### config.mk
export PLATFORM = sky130hd
export DESIGN_NAME = result_packetizer
export DESIGN_NICKNAME = d
export VERILOG_FILES = /design/src/rtl/result_packetizer.sv
export SDC_FILE = /design/constraint.sdc
export NUM_CORES = 1
export LEC_CHECK = 0
export BUFFER_PORTS_ARGS = -buffer_cell sky130_fd_sc_hd__buf_2
export CORE_ASPECT_RATIO = 1.75
export CORE_MARGIN = 4
export CORE_UTILIZATION = 24
export DETAILED_ROUTE_END_ITERATION = 16
export SLEW_MARGIN = 20
export SYNTH_ARGS = -nofsm -noshare
export SYNTH_HDL_FRONTEND = slang
export SYNTH_SLANG_ARGS = --single-unit
export TNS_END_PERCENT = 30
### constraint.sdc
create_clock -name i_clk -period 2.4 [get_ports i_clk]
set_input_delay 0.48 -clock i_clk [delete_from_list [all_inputs] [get_ports i_clk]]
set_output_delay 0.48 -clock i_clk [all_outputs]
set_load 0.05 [all_outputs]
### src/rtl/result_packetizer.sv
// Transmit framer: captures a result word and sends header, MSB-first data bytes
// and an XOR checksum over a byte strobe interface, pacing bytes by a fixed gap.
module result_packetizer #(
    parameter int          DATA_W  = 64,
    parameter logic [7:0]  HEADER  = 8'hA5,
    parameter int          GAP_CYC = 16
) (
    input  logic              i_clk,
    input  logic              i_rstn,
    input  logic              i_res_valid,
    input  logic [DATA_W-1:0] i_res_data,
    input  logic              i_tx_ready,
    output logic              o_com_txvalid,
    output logic [7:0]        o_com_txdata,
    output logic              o_busy,
    output logic [7:0]        o_drop_cnt
);
    localparam int NB    = DATA_W / 8;
    localparam int IDX_W = (NB > 1) ? $clog2(NB) : 1;
    localparam int GAP_W = $clog2(GAP_CYC + 1);

    typedef enum logic [2:0] {
        S_IDLE,
        S_HDR,
        S_DATA,
        S_CSUM,
        S_GAP
    } state_t;

    state_t              r_state;
    state_t              r_ret;
    logic [DATA_W-1:0]   r_shadow;
    logic [7:0]          r_csum;
    logic [IDX_W-1:0]    r_idx;
    logic [GAP_W-1:0]    r_gap;
    logic                r_txvalid;
    logic [7:0]          r_txdata;
    logic                r_busy;
    logic [7:0]          r_drop;

    state_t              w_state_nxt;
    logic                w_issue;
    logic                w_capture;
    logic                w_drop;
    logic [7:0]          w_byte;
    logic [7:0]          w_data_byte;

    assign w_data_byte = r_shadow[{r_idx, 3'b000} +: 8];

    always_comb begin
        w_state_nxt = r_state;
        w_issue     = 1'b0;
        w_capture   = 1'b0;
        w_byte      = HEADER;
        w_drop      = i_res_valid && (r_state != S_IDLE);
        case (r_state)
            S_IDLE: begin
                if (i_res_valid) begin
                    w_capture   = 1'b1;
                    w_state_nxt = S_HDR;
                end
            end
            S_HDR: begin
                if (i_tx_ready) begin
                    w_issue     = 1'b1;
                    w_byte      = HEADER;
                    w_state_nxt = S_GAP;
                end
            end
            S_DATA: begin
                if (i_tx_ready) begin
                    w_issue     = 1'b1;
                    w_byte      = w_data_byte;
                    w_state_nxt = S_GAP;
                end
            end
            S_CSUM: begin
                if (i_tx_ready) begin
                    w_issue     = 1'b1;
                    w_byte      = r_csum;
                    w_state_nxt = S_GAP;
                end
            end
            S_GAP: begin
                if (r_gap == '0) begin
                    w_state_nxt = r_ret;
                end
            end
            default: w_state_nxt = S_IDLE;
        endcase
    end

    always_ff @(posedge i_clk or negedge i_rstn) begin
        if (!i_rstn) begin
            r_state   <= S_IDLE;
            r_ret     <= S_IDLE;
            r_shadow  <= '0;
            r_csum    <= 8'h00;
            r_idx     <= '0;
            r_gap     <= '0;
            r_txvalid <= 1'b0;
            r_txdata  <= 8'h00;
            r_busy    <= 1'b0;
            r_drop    <= 8'h00;
        end else begin
            r_state   <= w_state_nxt;
            r_txvalid <= w_issue;
            r_busy    <= (w_state_nxt != S_IDLE);
            if (w_capture) begin
                r_shadow <= i_res_data;
                r_csum   <= HEADER;
                r_idx    <= IDX_W'(NB - 1);
            end
            if (w_issue) begin
                r_txdata <= w_byte;
                r_gap    <= GAP_W'(GAP_CYC - 1);
                case (r_state)
                    S_HDR:  r_ret <= S_DATA;
                    S_DATA: begin
                        r_csum <= r_csum ^ w_data_byte;
                        r_idx  <= r_idx - 1'b1;
                        r_ret  <= (r_idx == '0) ? S_CSUM : S_DATA;
                    end
                    default: r_ret <= S_IDLE;
                endcase
            end else if (r_state == S_GAP && r_gap != '0) begin
                r_gap <= r_gap - 1'b1;
            end
            // Saturate rather than wrap so a flood of results stays visible.
            if (w_drop && r_drop != 8'hFF) begin
                r_drop <= r_drop + 8'h01;
            end
        end
    end

    assign o_com_txvalid = r_txvalid;
    assign o_com_txdata  = r_txdata;
    assign o_busy        = r_busy;
    assign o_drop_cnt    = r_drop;

endmodule

==> reports/qor.yml, run 1 <==
clocking:
  htree_levels: 3
  cts_setup_buffers: 0
  cts_hold_buffers: 0
  cts_tree: "built"
  cts_root_buf: "clkbuf_16"
  cts_resized: 0
  numCtsBuffers: 9
  clk_transition_reported_paths_ps: 70
  clk-insertion-delay-late_ps: 360
  clock_sinks: 103
  cts_max_path_buffers: 2
outcome:
  run_status: "finished, final reports clean"
setup_path:
  cp_max_fo: 11
  critPathCaptureType: "flop"
  cp-start-kind: "flop"
  cp.arrival_ps: 2120
  worstPathRequired_ps: 2680
  critPathKind: "reg -> reg"
sta:
  fin_crit_sh_pct: 76.64
  setup-violations-final: 0
  final.setup.tns_ps: 0
  fin_skew_ps: 7.039
  report.final.hold_viol_count: 0
  period_needed_ps: 1839
  worst_pin_slew_ps: 845.3
  slew_headroom_pct: 43.27
  finalMaxSlewViolations: 0
  fmax_ghz: 0.5436
  setup_ws_ps: 560.6
  rsz0062_at_grt: "no"
layout:
  diodes: 0
  ff_latch_area_sq_um: 2577
  nets: 651
  multi_input_area_sq_um: 2049
  drive_gt1_share_pct: 21.61
  syn_to_final_growth_pct: 20.98
  fill_cells: 2058
min_path:
  hold_path_class: "in -> async"
global_route:
  antenna_found_initial: 0
  grt.total_usage_pct: 11.87
  grt_pass1_wl_um: 20610
  grt_max_degree: 71
  gr-total-overflow: 0
  grt_pass1_vias: 3886
power:
  total_power_uw: 6192
  power_density_nw_per_um2: 1070
  leakagePower_uw: 0.002810
  peakVddDrop_uv: 496.3
logic_synthesis:
  ys_ff_latch: 103
  synth_area_leaders: "dfrtp_1, nand2_1, mux4_2"
  ys.flop_type: "dfrtp_1"
  synth_most_common_cell: "nand2_1"
  ys_seq_area_share_pct: 53.90
  syn_nets: 572
  synth_edf_count: 0
  synth_top_area_share_pct: 53.90
  syn_avg_cell_area_sq_um: 9.583
  netlist_area_sq_um: 4782
  ys_types: 48
  yosysWarnings: 0
  async_flop_share_pct: 100.0
  synthTopCellsByCount: "nand2_1, dfrtp_1, nor2_1"
  yosysTopAreaCell: "dfrtp_1"
  synthCells: 499
floorplan:
  dieArea_sq_um: 22340
  die_height_um: 194.7
  row_count: 68
  pin_count: 86
  fp.coreArea_sq_um: 19650
  die_x_um: 114.7
  initial_core_util_pct: 24.33
drt:
  vias_per_cell: 4.448
  ant_nets: 0
  wl_um: 12660
  drcViolationCount: 0
  wire_per_inst_um: 15.29
  num_vias: 3683
  first_pass_iters: 4
  drt_iter0_drc: 141
placement:
  place_hpwl_um: 9707
  dp_slack_ps: 421.3
  finalWeightedCongestion: 0.8798
  port_buffers: 85
job:
  cap_violations: 0
cells in the final DEF, fill, tap and decap left out, drive strengths merged, types with 6 or more instances in the layout:
master / count
o22ai: 8
mux2i: 8
nand3: 8
inv: 12
dfrtp: 103
clkbuf: 9
buf: 95
nor2: 20
xnor2: 6
mux4: 8
nor3: 7
a21oi: 8
nand2: 207
mux2: 13
final cells by class:
cell class,instances,share of cell area (%)
sequential,103,44.55
multi-input combinational,362,35.42
timing repair buffer,95,9.343
tap,245,5.298
clock buffer,9,3.893
clock inverter,7,1.038
inverter,7,0.4542
state kept, by name, indices dropped and copies added (netlist names):
signal / count
o_com_txvalid: 1
r_gap: 5
o_drop_cnt: 8
r_ret: 2
o_com_txdata: 8
r_state: 3
o_busy: 1
r_shadow: 64
r_csum: 8
r_idx: 3
worst max-delay path, cell delays in order (launching register included):
cell and delay [ps]:
dfrtp_1 540, nor2b_1 110, o21ai_1 470, inv_2 260
a21boi_0 260, o2bb2ai_1 130
path summary, 6_finish.rpt:
path / from / slack, ps / to / cells after the start
setup / recovery: r_state[2]$_DFF_PN0_ / 560 / r_csum[6]$_DFF_PN0_ / 5
hold / removal: i_rstn / 90 / r_shadow[35]$_DFFE_PN0P_ / 1
setup reg to reg: r_state[2]$_DFF_PN0_ / 560 / r_csum[6]$_DFF_PN0_ / 5
hold reg to reg: r_shadow[22]$_DFFE_PN0P_ / 470 / r_shadow[22]$_DFFE_PN0P_ / 2
max in group asynchronous: i_rstn / 1540 / r_shadow[8]$_DFFE_PN0P_ / 2
min in group i_clk: i_res_data[19] / 310 / r_shadow[19]$_DFFE_PN0P_ / 3
layer usage:
metal / GRT usage, % / vias to the layer above / routed length, um
li1: - / 1827 / -
met5: 0 / - / 0
met4: 6.353 / 0 / 564
met3: 2.212 / 25 / 442
met2: 20.39 / 90 / 6710
met1: 13.73 / 1741 / 4946
power by group:
part	internal [uW]	total, uW	switching [uW]
registers	2360	2840	479
clock network	726	1420	698
logic	729	1930	1200
stage by stage:
step	util [%]	instance area (sq um)	hold WS, ps	cells
2_1_floorplan	-	4782	184.4	499
3_3_place_gp	27.99	5500	454.9	812
3_5_place_dp	27.99	5500	459.1	812
4_1_cts	29.44	5786	105.6	828
5_1_grt	29.44	5786	123.3	828
6_report	29.44	5786	93.15	828
cell families (layout without fill, tap and decap cells):
kind of cell / after synthesis / count (layout) / synth area share (%)
adders and majority gates: 5 / 5 / 1.308
AOI/OAI and AO/OA: 44 / 44 / 6.593
buffers and inverters: 34 / 118 / 3.244
muxes: 29 / 29 / 8.503
DFF: 103 / 103 / 53.90
and+or+nand+nor: 273 / 273 / 24.44
xor gates and xnor gates: 11 / 11 / 2.015
Note: power is estimated with default switching activity, not from simulation.
==> run 2: changes to the inputs <==
Clock period 2.4 ns to 1.8 ns, I/O delays scaled along.
==> reports/qor.yml, run 2 (same netlist as run 1, synthesis figures left out) <==
clocking:
  cts_root_buf: "clkbuf_16"
  cts_tree: "built"
  numCtsBuffers: 9  # unchanged
  htree_levels: 3  # unchanged
  clk-insertion-delay-late_ps: 350  # about the same
  clk_transition_reported_paths_ps: 70  # about the same
  clock_sinks: 103  # unchanged
  cts_max_path_buffers: 2  # unchanged
min_path:
  hold_path_class: "in -> reg"
  hold_path_depth: 3
  hp-start: "i_res_data[8]"
  holdPathEnd: "r_shadow[8]$_DFFE_PN0P_"
sta:
  report.final.hold_viol_count: 0  # unchanged
  fin_skew_ps: 10.24  # +3.199 ps
  final.setup.tns_ps: 0  # unchanged
  setup-violations-final: 0  # unchanged
  finalMaxSlewViolations: 0  # unchanged
  worst_pin_slew_ps: 440.2  # -405.1 ps
  period_needed_ps: 1690  # -149.7 ps
  rsz0062_at_grt: "no"
  fmax_ghz: 0.5918  # +8.9%
  slew_headroom_pct: 70.24  # +27 points
  fin_crit_sh_pct: 93.87  # +17 points
power:
  power_density_nw_per_um2: 1428  # +33%
  p_sw_uw: 3045  # +28%
  combPwrFrac_pct: 31.0  # about the same
  clockPowerShare_pct: 25.0  # +2.0 points
  peakVddDrop_uv: 529.4  # +6.7%
  leakagePower_uw: 0.002888  # +2.8%
  swShare_pct: 35.85  # -2.5 points
  p_seq_share_pct: 44.0  # -1.9 points
  p_int_uw: 5449  # +43%
  total_power_uw: 8494  # +37%
placement:
  port_buffers: 85  # unchanged
  place_hpwl_um: 9361  # -3.6%
  place_inst: 822  # +1.2%
  finalWeightedCongestion: 0.7653  # -13%
layout:
  largest_reg_flops: 64  # unchanged
  drive_gt1_share_pct: 23.57  # +2.0 points
  nets: 662  # +1.7%
  post-route-util_pct: 30.27  # +0.83 points
  stdcell_count: 839  # +1.3%
  layout_commonest_cell: "nand2_1"
  largest_register: "r_shadow"
  diodes: 0  # unchanged
  fill_cells: 2044  # -0.68%
  final_cell_mix: "nand2_1, dfrtp_1, buf_2"
  syn_to_final_growth_pct: 24.41
floorplan:
  pin_count: 86  # unchanged
  initial_core_util_pct: 24.33  # unchanged
  die_x_um: 114.7  # unchanged
  die_height_um: 194.7  # unchanged
  row_count: 68  # unchanged
  fp.coreArea_sq_um: 19650  # unchanged
  dieArea_sq_um: 22340  # unchanged
global_route:
  gr-total-overflow: 0  # unchanged
  grt_pass1_vias: 3881  # -0.13%
  grt.total_usage_pct: 11.41  # -0.47 points
  antenna_found_initial: 0  # unchanged
  grt_pass1_wl_um: 20000  # -3.0%
  grt_max_degree: 71  # unchanged
drt:
  drcViolationCount: 0  # unchanged
  vias_per_cell: 4.420  # -0.64%
  ant_nets: 0  # unchanged
  drt_iter0_drc: 141  # unchanged
  wl_um: 12300  # -2.9%
  wire_per_inst_um: 14.66  # -4.1%
  first_pass_iters: 5  # +1
  num_vias: 3708  # +0.68%
setup_path:
  worstPathRequired_ps: 2030  # -650 ps
  r2r_end: "o_com_txdata[3]$_DFFE_PN0P_"
  cp-start-kind: "flop"
  critPathKind: "reg -> reg"
  cp_max_fo: 27  # +16
  critPathCaptureType: "flop"
  reg2reg_from: "r_idx[0]$_DFF_PN0_"
  ff2ff_setup_slack_ps: 110  # -450 ps
  cp.arrival_ps: 1920  # -200 ps
  rr_worst_depth: 5  # unchanged
  crit_start: "r_idx[0]$_DFF_PN0_"
outcome:
  run_status: "finished, final reports clean"
job:
  cap_violations: 0  # unchanged
run 2: cell count changes in the layout (fill, tap and decap cells not counted), sizes merged:
cell,before,now
inv,12,8
clkinvlp,0,1
clkinv,2,1
bufinv,0,2
dlygate4sd3,0,1
buf,95,105
clkbuf,9,11
run 2: worst max-delay path by stage:
stage                                        endpoint  slack (ps)  cells after the start
final                     o_com_txdata[3]$_DFFE_PN0P_         110                      5
after CTS                            o_busy$_DFF_PN0_          80                      6
after floorplan             o_drop_cnt[3]$_DFFE_PN0P_          80                      5
after detailed placement             o_busy$_DFF_PN0_          80                      6
after global placement               o_busy$_DFF_PN0_         130                      6
after global routing      o_com_txdata[3]$_DFFE_PN0P_          30                      5
run 2: final cells by class:
class                      instances  area [sq um]  area share (%)
inverter                           7         26.28          0.4416
tap                              245         306.5           5.152
sequential                       103          2580           43.36
timing repair buffer             106         650.6           10.94
clock buffer                      11         242.7           4.080
clock inverter                     5         81.33           1.367
multi-input combinational        362          2062           34.66
run 2: repair_timing:
item,in CTS,in global routing
setup endpoints to repair,0,3
gates resized for setup,0,3
hold buffers,1,0
buffers inserted,0,0
hold endpoints to repair,7,0
run 2: worst max-delay path, stage by stage (launching register included):
cell     delay [ps]
dfrtp_1         390
buf_12          210
mux2_1          340
o22ai_1         250
nor3_1          120
a221o_1         260
run 2: routing by layer:
metal	wire length [um]	global-route usage, %	up-vias
met5	0	0	-
met4	278	4.265	0
met3	310	1.869	16
met2	6871	21.13	66
met1	4839	12.78	1790
li1	-	-	1836
run 2: through the flow:
stage / hold WS, ps / setup slack [ps] / cell area, sq um
6_report: 203.3 / 110.3 / 5949
3_5_place_dp: 214.1 / 76.23 / 5603
5_1_grt: 189.4 / 27.55 / 5949
4_1_cts: 191.2 / 78.93 / 5937
3_3_place_gp: 211.6 / 133.7 / 5603
2_1_floorplan: 64.41 / 80.03 / 4785
run 2: power groups by stage:
| stage | Sequential, uW | Clock, uW | Combinational [uW] |
|---|---|---|---|
| final | 3740 | 2130 | 2630 |
| after detailed placement | 3790 | 0 | 2660 |
| after global placement | 3800 | 0 | 2600 |
| after global routing | 3850 | 2270 | 2970 |
| after floorplan | 3840 | 0 | 1680 |
| after CTS | 3750 | 2170 | 2670 |
